==> src/rtl/instruction_fetch_unit.sv <==
// Fetch stage: owns the PC, fetches one instruction at a time and steers the next PC.
// Optional macro MISALIGN_TRAP_EN adds a sticky trap and HALT state on misaligned targets.
module instruction_fetch_unit #(
    parameter int              WIDTH    = 32,
    parameter logic [WIDTH-1:0] RESET_PC = '0,
    parameter int              CNT_W    = 32
) (
    input  logic             clk,
    input  logic             rst_n,
    output logic             imem_req_valid,
    input  logic             imem_req_ready,
    output logic [WIDTH-1:0] imem_addr,
    input  logic             imem_rsp_valid,
    input  logic [WIDTH-1:0] imem_rsp_data,
    output logic [WIDTH-1:0] instruction,
    output logic             instr_valid,
    output logic [WIDTH-1:0] pc,
    output logic [WIDTH-1:0] pc_plus4,
    input  logic             advance,
    input  logic             mux_pc_signal,
    input  logic             mux_jalr,
    input  logic [WIDTH-1:0] imm,
    input  logic [WIDTH-1:0] rs1_data,
    output logic [CNT_W-1:0] instret,
    output logic             trap
);

    localparam logic [WIDTH-1:0] NOP_INSTR = WIDTH'(32'h0000_0013);

    typedef enum logic [1:0] {
        S_FETCH = 2'd0,
        S_WAIT  = 2'd1,
`ifdef MISALIGN_TRAP_EN
        S_EXEC  = 2'd2,
        S_HALT  = 2'd3
`else
        S_EXEC  = 2'd2
`endif
    } state_t;

    state_t           r_state;
    state_t           r_state_next;
    logic [WIDTH-1:0] r_pc;
    logic [WIDTH-1:0] r_instr;
    logic             r_instr_valid;
    logic [CNT_W-1:0] r_instret;

    logic             w_req_valid;
    logic             w_load_instr;
    logic             w_retire;
    logic             w_trap_set;
    logic [WIDTH-1:0] w_pc_plus4;
    logic [WIDTH-1:0] w_branch_target;
    logic [WIDTH-1:0] w_jalr_sum;
    logic [WIDTH-1:0] w_jalr_target;
    logic [WIDTH-1:0] w_next_pc;

    // All PC arithmetic wraps naturally at 2^WIDTH.
    assign w_pc_plus4      = r_pc + WIDTH'(4);
    assign w_branch_target = r_pc + imm;
    assign w_jalr_sum      = rs1_data + imm;
    assign w_jalr_target   = w_jalr_sum & ~WIDTH'(1);
    assign w_next_pc       = mux_jalr      ? w_jalr_target   :
                             mux_pc_signal ? w_branch_target :
                                             w_pc_plus4;

    always_comb begin
        r_state_next = r_state;
        w_req_valid  = 1'b0;
        w_load_instr = 1'b0;
        w_retire     = 1'b0;
        w_trap_set   = 1'b0;
        case (r_state)
            S_FETCH: begin
                w_req_valid = 1'b1;
                if (imem_req_ready) begin
                    r_state_next = S_WAIT;
                end
            end
            S_WAIT: begin
                if (imem_rsp_valid) begin
                    w_load_instr = 1'b1;
                    r_state_next = S_EXEC;
                end
            end
            S_EXEC: begin
                if (advance) begin
                    w_retire     = 1'b1;
                    r_state_next = S_FETCH;
`ifdef MISALIGN_TRAP_EN
                    if (w_next_pc[1:0] != 2'b00) begin
                        w_trap_set   = 1'b1;
                        r_state_next = S_HALT;
                    end
`endif
                end
            end
`ifdef MISALIGN_TRAP_EN
            S_HALT: begin
                r_state_next = S_HALT;
            end
`endif
            default: begin
                r_state_next = S_FETCH;
            end
        endcase
    end

    always_ff @(posedge clk) begin
        if (!rst_n) begin
            r_state       <= S_FETCH;
            r_pc          <= RESET_PC;
            r_instr       <= NOP_INSTR;
            r_instr_valid <= 1'b0;
            r_instret     <= '0;
        end else begin
            r_state <= r_state_next;
            if (w_load_instr) begin
                r_instr       <= imem_rsp_data;
                r_instr_valid <= 1'b1;
            end
            // A faulting instruction still retires, but the PC stays on it.
            if (w_retire) begin
                r_instret     <= r_instret + CNT_W'(1);
                r_instr_valid <= 1'b0;
                if (!w_trap_set) begin
                    r_pc <= w_next_pc;
                end
            end
        end
    end

`ifdef MISALIGN_TRAP_EN
    logic r_trap;

    always_ff @(posedge clk) begin
        if (!rst_n) begin
            r_trap <= 1'b0;
        end else if (w_trap_set) begin
            r_trap <= 1'b1;
        end
    end

    assign trap = r_trap;
`else
    assign trap = 1'b0;
`endif

    // Request is squashed combinationally while reset is held.
    assign imem_req_valid = w_req_valid & rst_n;
    assign imem_addr      = r_pc;
    assign instruction    = r_instr;
    assign instr_valid    = r_instr_valid;
    assign pc             = r_pc;
    assign pc_plus4       = w_pc_plus4;
    assign instret        = r_instret;

endmodule

==> config.mk <==
export PLATFORM = sky130hd
export DESIGN_NAME = instruction_fetch_unit
export DESIGN_NICKNAME = d
export VERILOG_FILES = /design/src/rtl/instruction_fetch_unit.sv
export SDC_FILE = /design/constraint.sdc
export NUM_CORES = 1
export LEC_CHECK = 0
export BUFFER_PORTS_ARGS = -buffer_cell sky130_fd_sc_hd__buf_4
export CAP_MARGIN = 0
export CORE_MARGIN = 10
export CORE_UTILIZATION = 50
export CTS_CLUSTER_SIZE = 12
export DETAILED_ROUTE_END_ITERATION = 8
export PLACE_DENSITY_LB_ADDON = 0.15
export SYNTH_ARGS = -nofsm -noshare
export SYNTH_HDL_FRONTEND = slang
export SYNTH_SLANG_ARGS = --single-unit
==> constraint.sdc <==
create_clock -name clk -period 7.6 [get_ports clk]
set_input_delay 1.14 -clock clk [delete_from_list [all_inputs] [get_ports clk]]
set_output_delay 1.14 -clock clk [all_outputs]
set_load 0.05 [all_outputs]
# --- Word level (Yosys, flattened, before mapping) ---
# Index checks and enable logic that the tools add are counted.
# Widths: inputs -> output; s select.
totals:
  regBits: 99
  output_inout_bits: 163
op_classes:
  n_addsub: 4
  eq_ne: 5
  mux: 11
  bitwise: 2
  reduce_logical: 3
op_table:
  columns: ["cell", "n"]
  rows:
  - ["$add 32x32->32", 2]
  - ["$mux 32", 2]
  - ["$add 32x1->32 const B", 1]
  - ["$add 32x3->32 const B", 1]
  - ["$mux 2", 3]
  - ["$ne 2x2->1 const B", 3]
  - ["$pmux 2 s3", 1]
  - ["$mux 1", 5]
  - ["$reduce_and 3->1", 1]
  - ["$eq 2x1->1 const B", 1]
  - ["$eq 2x2->1 const B", 1]
  - ["$logic_not 2->1", 1]
  - ["$reduce_or 2->1", 1]
  - ["$and 1x1->1", 1]
  - ["$not 1->1", 1]

# --- Logic depth before layout (Yosys ltp) ---
logic_depth:
  ltp_word: 3
  mapped_depth: 12
  depth_no_buf: 12

# --- Least setup slack after synthesis ---
# Ideal clock, no wire load.
synth_timing:
  path_type: "reg-to-output"
  startpoint: "register r_pc[2] (netlist: imem_addr[2])"
  endpoint: "output pc_plus4[24]"
  arrival_ns: 2.865
  required_ns: 6.460
  slack_ns: 3.595
  stages_incl_launch_ff: 8
  n_path_buf: 0
  cell_sequence: "dfxtp_1 > ha_1 > and4_1 > nand3_1 > nor2_1 > and2_1 > nand4_1 > xnor2_1"
synth_via:
  elab_chain_len: 1
synth_rtl:
  columns: ["item", "line", "rtl"]
  rows:
  - ["start: declaration", "43", "logic [WIDTH-1:0] r_pc;"]
  - ["start signal: assignment", "127", "r_pc <= w_next_pc;"]
  - ["$add 32x3->32", "59", "assign w_pc_plus4 = r_pc + WIDTH'(4);"]
  - ["end: declaration", "18", "output logic [WIDTH-1:0] pc_plus4,"]
# Every way passes these cells.

# --- Worst setup path in the final report ---
# Ends and elaborated chain as after synthesis.

==> reports/metrics.csv <==
stage;metric;value;unit
status;outcome;completed;
finish;nets;1475;
clocking;cts_sinks;99;
yosys;synth_area_leaders;dfxtp_1 24%, ha_1 9.6%, nand2_1 7.5%;
detailed_routing;ant_nets;0;
timing;fin_crit_sh;54.11;%
clocking;clockBufferDepth;2;
power;leakagePower;4.722;nW
timing;finalHoldViolCount;0;
finish;final_area;10410;µm²
grt;grt_max_degree;49;
yosys;synthTopCellsByCount;164 x nand2_1, 121 x a21oi_1, 99 x dfxtp_1, 87 x nor2_1, 63 x ha_1;
yosys;synth_area;8238;µm²
detailed_routing;first_iter_violations;772;
floorplanning;pin_count;266;
detailed_routing;first_pass_iters;5;
setup_path;worst_path_max_delay_cell;dfxtp_1;
placed_design;dpl.hpwl;22120;µm
floorplanning;die_w;148.4;µm
yosys;synth_fa_ha_area_share;10.05;%
setup_path;crit_fanout;9;
setup_path;end_kind;primary output;
clocking;clockRootBuffer;clkbuf_16;
clocking;cts_tree;built;
setup_path;reg2reg_setup_slack;4.55;ns
grt;grt_usage;24.71;%
setup_path;critPathMaxStageDelay;0.50;ns
setup_path;cp-start-kind;flip-flop;
placed_design;place.gp.congestion;0.9628;
power;ir_drop;0.1047;mV
yosys;ys_seq_area_share;24.06;%
yosys;syn_nets;1275;
yosys;synth_edf_count;0;
timing;setup_viol;0;
clocking;cts_max_level;3;
setup_path;crit_required;6.46;ns
timing;max_slew_margin;30.30;%
yosys;synth.top_cell.area_share;24.06;%
floorplanning;die_y;148.4;µm
floorplanning;initial_core_util;51.49;%
min_path;hp-class;reg2reg;
yosys;synth_top_family_by_area;compound AO/OA/AOI/OAI gates;
finish;layout-drive-gt1-share;23.48;%
power;power_density;139.9;nW/µm²
yosys;yosys-mux-area-fraction;1.018;%
yosys;syn_inst;1107;
detailed_routing;drc;0;
clocking;path_clk_slew;0.07;ns
grt;grt_pass1_vias;8526;
clocking;postCtsHoldBufs;0;
yosys;yosysUniqueCellTypes;73;
placed_design;dp_cells;1512;
timing;clock.fmax;243.2;MHz
yosys;ys_seq_elements;99;
run;drv_cap;0;
placed_design;placed_area;10090;µm²
min_path;min-delay-start;instruction[14];
floorplanning;core_area;16000;µm²
yosys;yosysWarnings;0;
clocking;post_cts_buffers;0;
timing;drv_slew;0;
setup_path;worstSetupPathType;reg2out;
detailed_routing;routed_wl;28470;µm
placed_design;portBuffers;264;
yosys;synth_ff_type;dfxtp_1;
finish;multi_input_area;5739;µm²
timing;rsz0062_at_grt;false;
setup_path;crit_chain;ha_1 > and4_1 > nand3_1 > nor2_1 > and2_1 > nand4_1 > xnor2_1 > buf_4;
grt;grt-ovfl-total;0;
yosys;synth_simple_gate_area_share;23.47;%
setup_path;reg2reg_from;imem_addr[0];
timing;hold_ws;0.4559;ns
clocking;ctsResizeCount;0;
grt;grt_antenna_before_repair;0;
grt;grt_pass1_wl;44720;µm
setup_path;r2r_cells;12;
detailed_routing;drt-vias-per-instance;5.777;
timing;period_minus_slack;4.112;ns
setup_path;crit_arrival;2.97;ns
finish;n_fill_cell;1492;
yosys;yosysTopAreaCell;dfxtp_1;
min_path;hold_depth;2;
setup_path;r2r_end;imem_addr[24];
floorplanning;die-area;22010;µm²
clocking;numCtsBuffers;9;
detailed_routing;wl_per_cell;18.63;µm
timing;finClkSkew;0.01282;ns
detailed_routing;vias;8828;
yosys;postSynthAreaPerCell;7.442;µm²
min_path;whs_endpoint;instruction[14];
timing;setup_tns;0;ns
finish;syn_to_final_growth;26.35;%
yosys;yosysMostFrequentCell;nand2_1;
timing;tightestPinTransition;1.042;ns
clocking;insertion_delay;0.36;ns
finish;fin_cells;1528;
finish;regArea;1982;µm²
finish;num_antenna_cells;0;
yosys;synthArstFlopShare;0;%
yosys;synth_xor_area_share;10.21;%
floorplanning;row_count;46;
yosys;synth_compound_area_share;24.85;%
==> placed cells by master, fill, tap and decap left out, types with 14 or more instances in the layout <==
cell        n
buf_4     268
nor2_1     86
xor2_1     43
a31oi_1    15
inv_1      21
o21ai_0    60
and3_1     20
a21o_1     32
a211oi_1   18
ha_1       63
or3_1      14
a21oi_1   121
dfxtp_1    99
xnor2_1    53
nor3_1     15
nand2_1   164
nand3_1    47
nand4_1    16
==> how the worst max path moves through the flow <==
stage	start	endpoint	cells past startpoint
4_1_cts	imem_addr[2]	pc_plus4[30]	8
3_5_place_dp	imm[0]	imem_addr[30]	11
2_1_floorplan	imem_addr[2]	pc_plus4[24]	7
5_1_grt	imem_addr[2]	pc_plus4[24]	8
3_3_place_gp	imm[0]	imem_addr[30]	11
6_report	imem_addr[2]	pc_plus4[24]	8
==> per-stage QoR <==
step / setup WS (ns) / power (mW) / util (%)
6_report: 3.488 / 1.456 / 65.05
5_1_grt: 3.326 / 1.525 / 65.05
4_1_cts: 3.526 / 1.463 / 65.05
3_5_place_dp: 3.368 / 0.9673 / 63.06
3_3_place_gp: 3.507 / 0.9643 / 63.06
2_1_floorplan: 3.595 / 0.8361 / -
==> power breakdown <==
part | switching (mW) | total (mW) | internal, mW
registers | 0.0126 | 0.542 | 0.530
logic | 0.259 | 0.419 | 0.160
clock network | 0.224 | 0.495 | 0.271
total | 0.495 | 1.46 | 0.961
==> registers in the layout, summed over array words and instances, names as in the netlist <==
signal,flops
instruction,32
r_state,2
imem_addr,32
instret,32
instr_valid,1
==> worst max-delay path: cells and delay by family, from the launching register on <==
family,cells,cell delay (ns)
buffers and inverters,1,0.25
xor gates and xnor gates,1,0.27
DFF,1,0.50
adders and majority gates,1,0.27
and+or+nand+nor,5,1.32
==> metal layers <==
| metal | vias to the layer above | wire length [µm] | global-route usage [%] |
|---|---|---|---|
| met4 | 0 | 727 | 8.920 |
| met3 | 50 | 2307 | 6.280 |
| met5 | - | 0 | 0 |
| met1 | 4060 | 11820 | 29.64 |
| li1 | 4360 | - | - |
| met2 | 358 | 13620 | 41.67 |
==> cell type report <==
class	instances	area share [%]
Clock buffer	10	2.296
Clock inverter	6	0.7693
Inverter	23	0.8294
Multi-Input combinational cell	906	55.14
Sequential cell	99	19.04
Tap cell	216	2.596
Timing Repair Buffer	268	19.33
==> kinds of logic after synthesis <==
logic type,Yosys count
compound gates,323
xor+xnor,96
fa+ha+maj,65
buf+inv,102
flops,99
mux,8
other cells,1
simple gates,413
Note: power is estimated with default switching activity, not from simulation.
